$ cat src/rtl/mc_pkg.sv
// Shared definitions for the multicycle control sequencer.
// Holds the RV32I opcode constants the sequencer decodes, the state
// encoding seen on the probe mux, ALU operation codes issued directly by
// the sequencer, and the write-back select / trap cause encodings.
package mc_pkg;

  localparam logic [6:0] OP_R      = 7'b0110011;
  localparam logic [6:0] OP_I      = 7'b0010011;
  localparam logic [6:0] OP_LOAD   = 7'b0000011;
  localparam logic [6:0] OP_STORE  = 7'b0100011;
  localparam logic [6:0] OP_BRANCH = 7'b1100011;
  localparam logic [6:0] OP_LUI    = 7'b0110111;
  localparam logic [6:0] OP_JAL    = 7'b1101111;

  // Encoding 6 is unused; TRAP sits at 7 so it stands out on the LEDs.
  typedef enum logic [2:0] {
    S_IDLE   = 3'd0,
    S_FETCH  = 3'd1,
    S_DECODE = 3'd2,
    S_EXEC   = 3'd3,
    S_MEM    = 3'd4,
    S_WB     = 3'd5,
    S_TRAP   = 3'd7
  } state_e;

  localparam logic [3:0] ALU_ADD = 4'b0000;
  localparam logic [3:0] ALU_SUB = 4'b1000;

  typedef enum logic [1:0] {
    WD_ALU = 2'd0,
    WD_IMM = 2'd1,
    WD_MDR = 2'd2,
    WD_PC4 = 2'd3
  } wdata_e;

  typedef enum logic [1:0] {
    TC_NONE    = 2'd0,
    TC_ILLEGAL = 2'd1,
    TC_TIMEOUT = 2'd2
  } trap_cause_e;

  // Wide enough for any legal MEM_TO (1..255).
  localparam int WAIT_W = 8;

endpackage

$ cat src/rtl/mc_branch_cmp.sv
// Branch condition evaluation.
// Ports:
//   funct3      - branch kind from the instruction
//   zf, sf, of  - ALU flags from the rs1 - rs2 subtraction
//   taken       - branch condition holds
//   illegal     - funct3 is not a supported branch kind
module mc_branch_cmp (
  input  logic [2:0] funct3,
  input  logic       zf,
  input  logic       sf,
  input  logic       of,
  output logic       taken,
  output logic       illegal
);

  always_comb begin
    taken   = 1'b0;
    illegal = 1'b0;
    case (funct3)
      3'b000:  taken = zf;            // BEQ
      3'b001:  taken = !zf;           // BNE
      3'b100:  taken = sf ^ of;       // BLT: true sign of the difference
      3'b101:  taken = !(sf ^ of);    // BGE
      default: illegal = 1'b1;        // 010/011/110/111 raise an illegal-instruction trap
    endcase
  end

endmodule

$ cat src/rtl/mc_ctrl_seq.sv
// Multicycle control sequencer for the single-issue RV32I core.
// Walks FETCH/DECODE/EXEC/MEM/WB per instruction class, handshakes with
// memory through mem_ready with a wait-state timeout, and parks in a
// sticky TRAP state on illegal instructions or memory timeouts.
// Ports:
//   clk, rst_n              - clock, asynchronous active-low reset
//   opcode, funct3, funct7  - decoded instruction fields
//   zf, sf, of              - ALU flags, meaningful in EXEC
//   mem_ready               - memory completes the current request
//   mem_req, mem_we         - memory request / store strobe
//   ir_write, pc_write      - IR latch and PC update enables
//   pc_src                  - 0 = PC+4, 1 = branch/JAL target
//   reg_write               - register file write enable
//   alu_op, alu_b_s         - ALU operation and B operand select
//   w_data_s                - register write-back source select
//   state                   - current state for the probe mux
//   trap, trap_cause        - sticky trap flag and first cause
//   cycle_cnt, instret_cnt  - free-running cycle / retired counters
module mc_ctrl_seq
  import mc_pkg::*;
#(
  parameter int ALU_OP_W = 4,
  parameter int CNT_W    = 32,
  parameter int MEM_TO   = 15
) (
  input  logic                clk,
  input  logic                rst_n,
  input  logic [6:0]          opcode,
  input  logic [2:0]          funct3,
  input  logic [6:0]          funct7,
  input  logic                zf,
  input  logic                sf,
  input  logic                of,
  input  logic                mem_ready,
  output logic                mem_req,
  output logic                mem_we,
  output logic                ir_write,
  output logic                pc_write,
  output logic                pc_src,
  output logic                reg_write,
  output logic [ALU_OP_W-1:0] alu_op,
  output logic                alu_b_s,
  output logic [1:0]          w_data_s,
  output logic [2:0]          state,
  output logic                trap,
  output logic [1:0]          trap_cause,
  output logic [CNT_W-1:0]    cycle_cnt,
  output logic [CNT_W-1:0]    instret_cnt
);

  // The wait counter holds the number of low-ready cycles already seen,
  // so the cycle that would make it MEM_TO is the one that traps.
  localparam logic [WAIT_W-1:0] WAIT_LAST = WAIT_W'(MEM_TO - 1);

  state_e              state_q, state_d;
  logic [WAIT_W-1:0]   wait_q, wait_d;
  logic                trap_q, trap_d;
  trap_cause_e         cause_q, cause_d;
  logic [CNT_W-1:0]    cycle_q, cycle_d;
  logic [CNT_W-1:0]    instret_q, instret_d;
  logic                retire;
  wdata_e              wdata_sel;
  logic                br_taken, br_illegal;

  // Only funct7[5] selects between ALU variants.
  logic unused_f7;
  assign unused_f7 = ^{funct7[6], funct7[4:0]};

  mc_branch_cmp u_branch_cmp (
    .funct3  (funct3),
    .zf      (zf),
    .sf      (sf),
    .of      (of),
    .taken   (br_taken),
    .illegal (br_illegal)
  );

  always_comb begin
    state_d   = state_q;
    wait_d    = '0;
    cause_d   = cause_q;
    retire    = 1'b0;
    mem_req   = 1'b0;
    mem_we    = 1'b0;
    ir_write  = 1'b0;
    pc_write  = 1'b0;
    pc_src    = 1'b0;
    reg_write = 1'b0;
    alu_op    = '0;
    alu_b_s   = 1'b0;
    wdata_sel = WD_ALU;

    case (state_q)
      S_IDLE: state_d = S_FETCH;

      S_FETCH: begin
        mem_req = 1'b1;
        if (mem_ready) begin
          ir_write = 1'b1;
          pc_write = 1'b1;
          state_d  = S_DECODE;
        end else if (wait_q == WAIT_LAST) begin
          state_d = S_TRAP;
          cause_d = TC_TIMEOUT;
        end else begin
          wait_d = wait_q + WAIT_W'(1);
        end
      end

      S_DECODE: begin
        case (opcode)
          OP_R, OP_I, OP_LOAD, OP_STORE, OP_BRANCH: state_d = S_EXEC;
          OP_LUI, OP_JAL:                           state_d = S_WB;
          default: begin
            state_d = S_TRAP;
            cause_d = TC_ILLEGAL;
          end
        endcase
      end

      S_EXEC: begin
        case (opcode)
          OP_R: begin
            alu_op  = ALU_OP_W'({funct7[5], funct3});
            state_d = S_WB;
          end
          OP_I: begin
            // Only shifts-right use funct7[5] (SRAI); for other I-ALU ops
            // those bits belong to the immediate.
            alu_op  = ALU_OP_W'({(funct3 == 3'b101) & funct7[5], funct3});
            alu_b_s = 1'b1;
            state_d = S_WB;
          end
          OP_LOAD, OP_STORE: begin
            alu_op  = ALU_OP_W'(ALU_ADD);
            alu_b_s = 1'b1;
            state_d = S_MEM;
          end
          OP_BRANCH: begin
            alu_op = ALU_OP_W'(ALU_SUB);
            if (br_illegal) begin
              state_d = S_TRAP;
              cause_d = TC_ILLEGAL;
            end else begin
              pc_write = br_taken;
              pc_src   = br_taken;
              retire   = 1'b1;
              state_d  = S_FETCH;
            end
          end
          default: begin
            state_d = S_TRAP;
            cause_d = TC_ILLEGAL;
          end
        endcase
      end

      S_MEM: begin
        mem_req = 1'b1;
        mem_we  = (opcode == OP_STORE);
        if (mem_ready) begin
          if (opcode == OP_STORE) begin
            retire  = 1'b1;
            state_d = S_FETCH;
          end else begin
            state_d = S_WB;
          end
        end else if (wait_q == WAIT_LAST) begin
          state_d = S_TRAP;
          cause_d = TC_TIMEOUT;
        end else begin
          wait_d = wait_q + WAIT_W'(1);
        end
      end

      S_WB: begin
        reg_write = 1'b1;
        retire    = 1'b1;
        state_d   = S_FETCH;
        case (opcode)
          OP_LUI:  wdata_sel = WD_IMM;
          OP_LOAD: wdata_sel = WD_MDR;
          OP_JAL: begin
            wdata_sel = WD_PC4;
            pc_write  = 1'b1;
            pc_src    = 1'b1;
          end
          default: wdata_sel = WD_ALU;
        endcase
      end

      S_TRAP: state_d = S_TRAP;

      default: state_d = S_IDLE;
    endcase

    trap_d    = trap_q | (state_d == S_TRAP);
    cycle_d   = cycle_q + CNT_W'(1);
    instret_d = instret_q + (retire ? CNT_W'(1) : CNT_W'(0));
  end

  always_ff @(posedge clk or negedge rst_n) begin
    if (!rst_n) begin
      state_q   <= S_IDLE;
      wait_q    <= '0;
      trap_q    <= 1'b0;
      cause_q   <= TC_NONE;
      cycle_q   <= '0;
      instret_q <= '0;
    end else begin
      state_q   <= state_d;
      wait_q    <= wait_d;
      trap_q    <= trap_d;
      cause_q   <= cause_d;
      cycle_q   <= cycle_d;
      instret_q <= instret_d;
    end
  end

  assign state       = state_q;
  assign w_data_s    = wdata_sel;
  assign trap        = trap_q;
  assign trap_cause  = cause_q;
  assign cycle_cnt   = cycle_q;
  assign instret_cnt = instret_q;

endmodule
$ cat config.mk
export PLATFORM = sky130hd
export DESIGN_NAME = mc_ctrl_seq
export DESIGN_NICKNAME = d
export VERILOG_FILES = /design/src/rtl/mc_pkg.sv /design/src/rtl/mc_branch_cmp.sv /design/src/rtl/mc_ctrl_seq.sv
export SDC_FILE = /design/constraint.sdc
export NUM_CORES = 1
export LEC_CHECK = 0
export BUFFER_PORTS_ARGS = -buffer_cell sky130_fd_sc_hd__buf_4
export CORE_MARGIN = 1.5
export CORE_UTILIZATION = 49
export CTS_CLUSTER_DIAMETER = 60
export DETAILED_ROUTE_END_ITERATION = 12
export PLACE_DENSITY = 0.76
export REMOVE_ABC_BUFFERS = 1
export SETUP_SLACK_MARGIN = 0.4
export SLEW_MARGIN = 25
export SYNTH_ARGS = -nofsm -noshare
export SYNTH_HDL_FRONTEND = slang
export SYNTH_SLANG_ARGS = --single-unit
$ cat constraint.sdc
create_clock -name clk -period 3.4 [get_ports clk]
set_input_delay 0.17 -clock clk [delete_from_list [all_inputs] [get_ports clk]]
set_output_delay 0.17 -clock clk [all_outputs]
set_load 0.05 [all_outputs]
==> impl_metrics.json <==
{
  "synth_area_mm2": 0.003736,
  "cts_tree": "built",
  "synth_largest_area_cell": "dfrtp_1",
  "fin_area_mm2": 0.004860,
  "final_util": 0.6629,
  "drive_above_1_share": 0.2733,
  "drt-pass1-iter-count": 5,
  "gp_congestion": 0.8701,
  "root_buffer": "clkbuf_8",
  "slew_headroom": 0.5391,
  "fin_ws_ns": 0.5754,
  "place_area_mm2": 0.004616,
  "synth-seq-cells": 78,
  "initial_utilization": 0.5096,
  "worst_setup_path_start_kind": "flop",
  "antenna_cells": 0,
  "die_h_um": 90.32,
  "hold_start": "mem_ready",
  "fin_crit_sh": 0.8308,
  "synth_top_area_share": 0.5224,
  "wl_per_cell_um": 13.64,
  "synth-edff-count": 0,
  "tightest_slew_ns": 0.6850,
  "outcome": "completed",
  "cts.htree.levels": 3,
  "clk_latency_ns": 0.34,
  "die_area_mm2": 0.008158,
  "clkSinkCount": 78,
  "path_clk_slew_ns": 0.08,
  "setup_violations": 0,
  "power.leakage_nw": 2.351,
  "worstPathMaxFanout": 5,
  "netlist_instances": 357,
  "die_w_um": 90.32,
  "grt_first_pass_wirelength_um": 13440,
  "avgSynthCellArea_um2": 10.47,
  "cts_buffer_depth": 2,
  "hp-class": "in2reg",
  "irDropWorstVdd_mv": 0.2122,
  "post_layout_nonfiller_instances": 571,
  "grt_setup_unrepaired": "no",
  "cts_buffers": 9,
  "drt-initial-drc-count": 130,
  "layout.nets": 495,
  "cts_setup_buffers": 0,
  "synthArstFlopShare": 1.000,
  "cp.required_ns": 3.63,
  "vias_per_cell": 5.229,
  "syn_to_final_growth_pct": 30.07,
  "num_rows": 31,
  "hold_slack_ns": 0.2378,
  "dp.cells": 554,
  "place_hpwl_um": 5635,
  "fp.coreArea_mm2": 0.007331,
  "cp-startpoint": "state[2]",
  "final_common_cell": "buf_4",
  "fin_crit_ns": 2.825,
  "fillerInstances": 606,
  "wl_um": 7787,
  "ys_seq_area_frac": 0.5224,
  "end_kind": "flop",
  "drc": 0,
  "crit_type": "reg2reg",
  "ys_top_cells_by_area": "dfrtp_1, xnor2_1, xor2_1",
  "ios": 106,
  "power_density_mw_per_mm2": 495.0,
  "r2r-start": "state[2]",
  "ant_nets": 0,
  "synth_warnings": 0,
  "finClkSkew_ns": 0.01082,
  "arrival_ns": 3.05,
  "hold_violations": 0,
  "num_vias": 2986,
  "grt_max_degree": 79,
  "finalMaxSlewViolations": 0,
  "antenna_found_initial": 0,
  "max_cap_violations": 0,
  "ys.flop_type": "dfrtp_1",
  "track_usage": 0.2020,
  "fmax_mhz": 354.0,
  "netlist-cell-type-count": 45,
  "overflow": 0,
  "grt_pass1_vias": 2857,
  "final_cell_mix": "buf_4, dfrtp_1, xnor2_1",
  "post-place-ws_ns": 0.1701,
  "port_buffers": 99
}
==> registers in the layout, indices dropped and copies added (netlist names) <==
signal,cells
trap_cause,2
cycle_cnt,32
instret_cnt,32
wait_q,8
trap,1
state,3
==> where the power goes <==
| part | leakage (nW) | internal, W | total, W | switching, W |
|---|---|---|---|---|
| clock | 0.0972 | 0.000364 | 0.000689 | 0.000325 |
| sequential | 1.05 | 0.000979 | 0.00104 | 0.0000610 |
| combinational | 1.21 | 0.000230 | 0.000676 | 0.000447 |
==> metrics by stage <==
step | power (W) | TNS [ns]
global placement | 0.001709 | 0
CTS | 0.002415 | 0
global route | 0.002521 | 0
detailed placement | 0.001724 | 0
floorplan | 0.001480 | -7.016
finish | 0.002405 | 0
==> worst max-delay path, cell delays in order, from the launching register on <==
cell and delay, ns:
dfrtp_1 0.39, nor2b_2 0.13, nand2_1 0.09, or2_1 0.27, nor3_1 0.20, a211o_1 0.14, ha_2 0.20, ha_2 0.20
and4_2 0.30, nor4b_4 0.20, buf_4 0.17, and2_2 0.19, nand3_1 0.10, xnor2_1 0.14
==> worst paths after layout <==
path	to	slack, ns	cells past startpoint
worst max-delay path	instret_cnt[26]	0.58	13
worst min register to register	trap	0.47	1
max in group asynchronous	wait_q[2]	2.52	2
worst min-delay path	trap_cause[0]	0.24	3
worst max register to register	instret_cnt[26]	0.58	13
min in group asynchronous	instret_cnt[23]	0.42	2
==> cells in the mapped netlist, drive strengths merged, types with 8 or more instances <==
| master | n |
|---|---|
| and3 | 12 |
| nor2b | 8 |
| dfrtp | 78 |
| nand3 | 28 |
| xnor2 | 47 |
| xor2 | 21 |
| inv | 10 |
| nand4 | 15 |
| nand2 | 32 |
| and2 | 8 |
| nor2 | 26 |
| nor3 | 8 |
==> cell families (layout without fill, tap and decap cells) <==
| group | Yosys count | after routing | synth area share |
|---|---|---|---|
| xor+xnor | 68 | 68 | 0.1594 |
| fa+ha+maj | 5 | 5 | 0.01674 |
| simple gates | 165 | 165 | 0.2374 |
| flops | 78 | 78 | 0.5224 |
| compound gates | 25 | 25 | 0.04723 |
| buf+inv | 16 | 131 | 0.01674 |
==> routing by layer <==
metal,vias up,global-route usage,part of all wire
met5,-,0,0
met4,0,0.07011,0.0036
met3,2,0.04630,0.062
met2,81,0.3131,0.48
met1,1442,0.2804,0.46
li1,1461,-,-
==> layout make-up <==
| cell class | count | area [um^2] | share of cell area |
|---|---|---|---|
| Clock inverter | 4 | 55.05 | 0.01133 |
| Clock buffer | 12 | 145.1 | 0.02987 |
| Multi-Input combinational cell | 263 | 1752 | 0.3605 |
| Sequential cell | 78 | 1952 | 0.4016 |
| Timing Repair Buffer | 105 | 794.5 | 0.1635 |
| Inverter | 10 | 37.54 | 0.007724 |
| Tap cell | 99 | 123.9 | 0.02549 |
==> what timing repair did <==
action                     CTS  global route
gates resized for setup      2             6
hold endpoints to repair     0            78
hold buffers                 0             1
pin swaps                    0             1
setup endpoints to repair    7             7
gates cloned                 0             0
No activity file was read; power rests on OpenSTA's default activity.
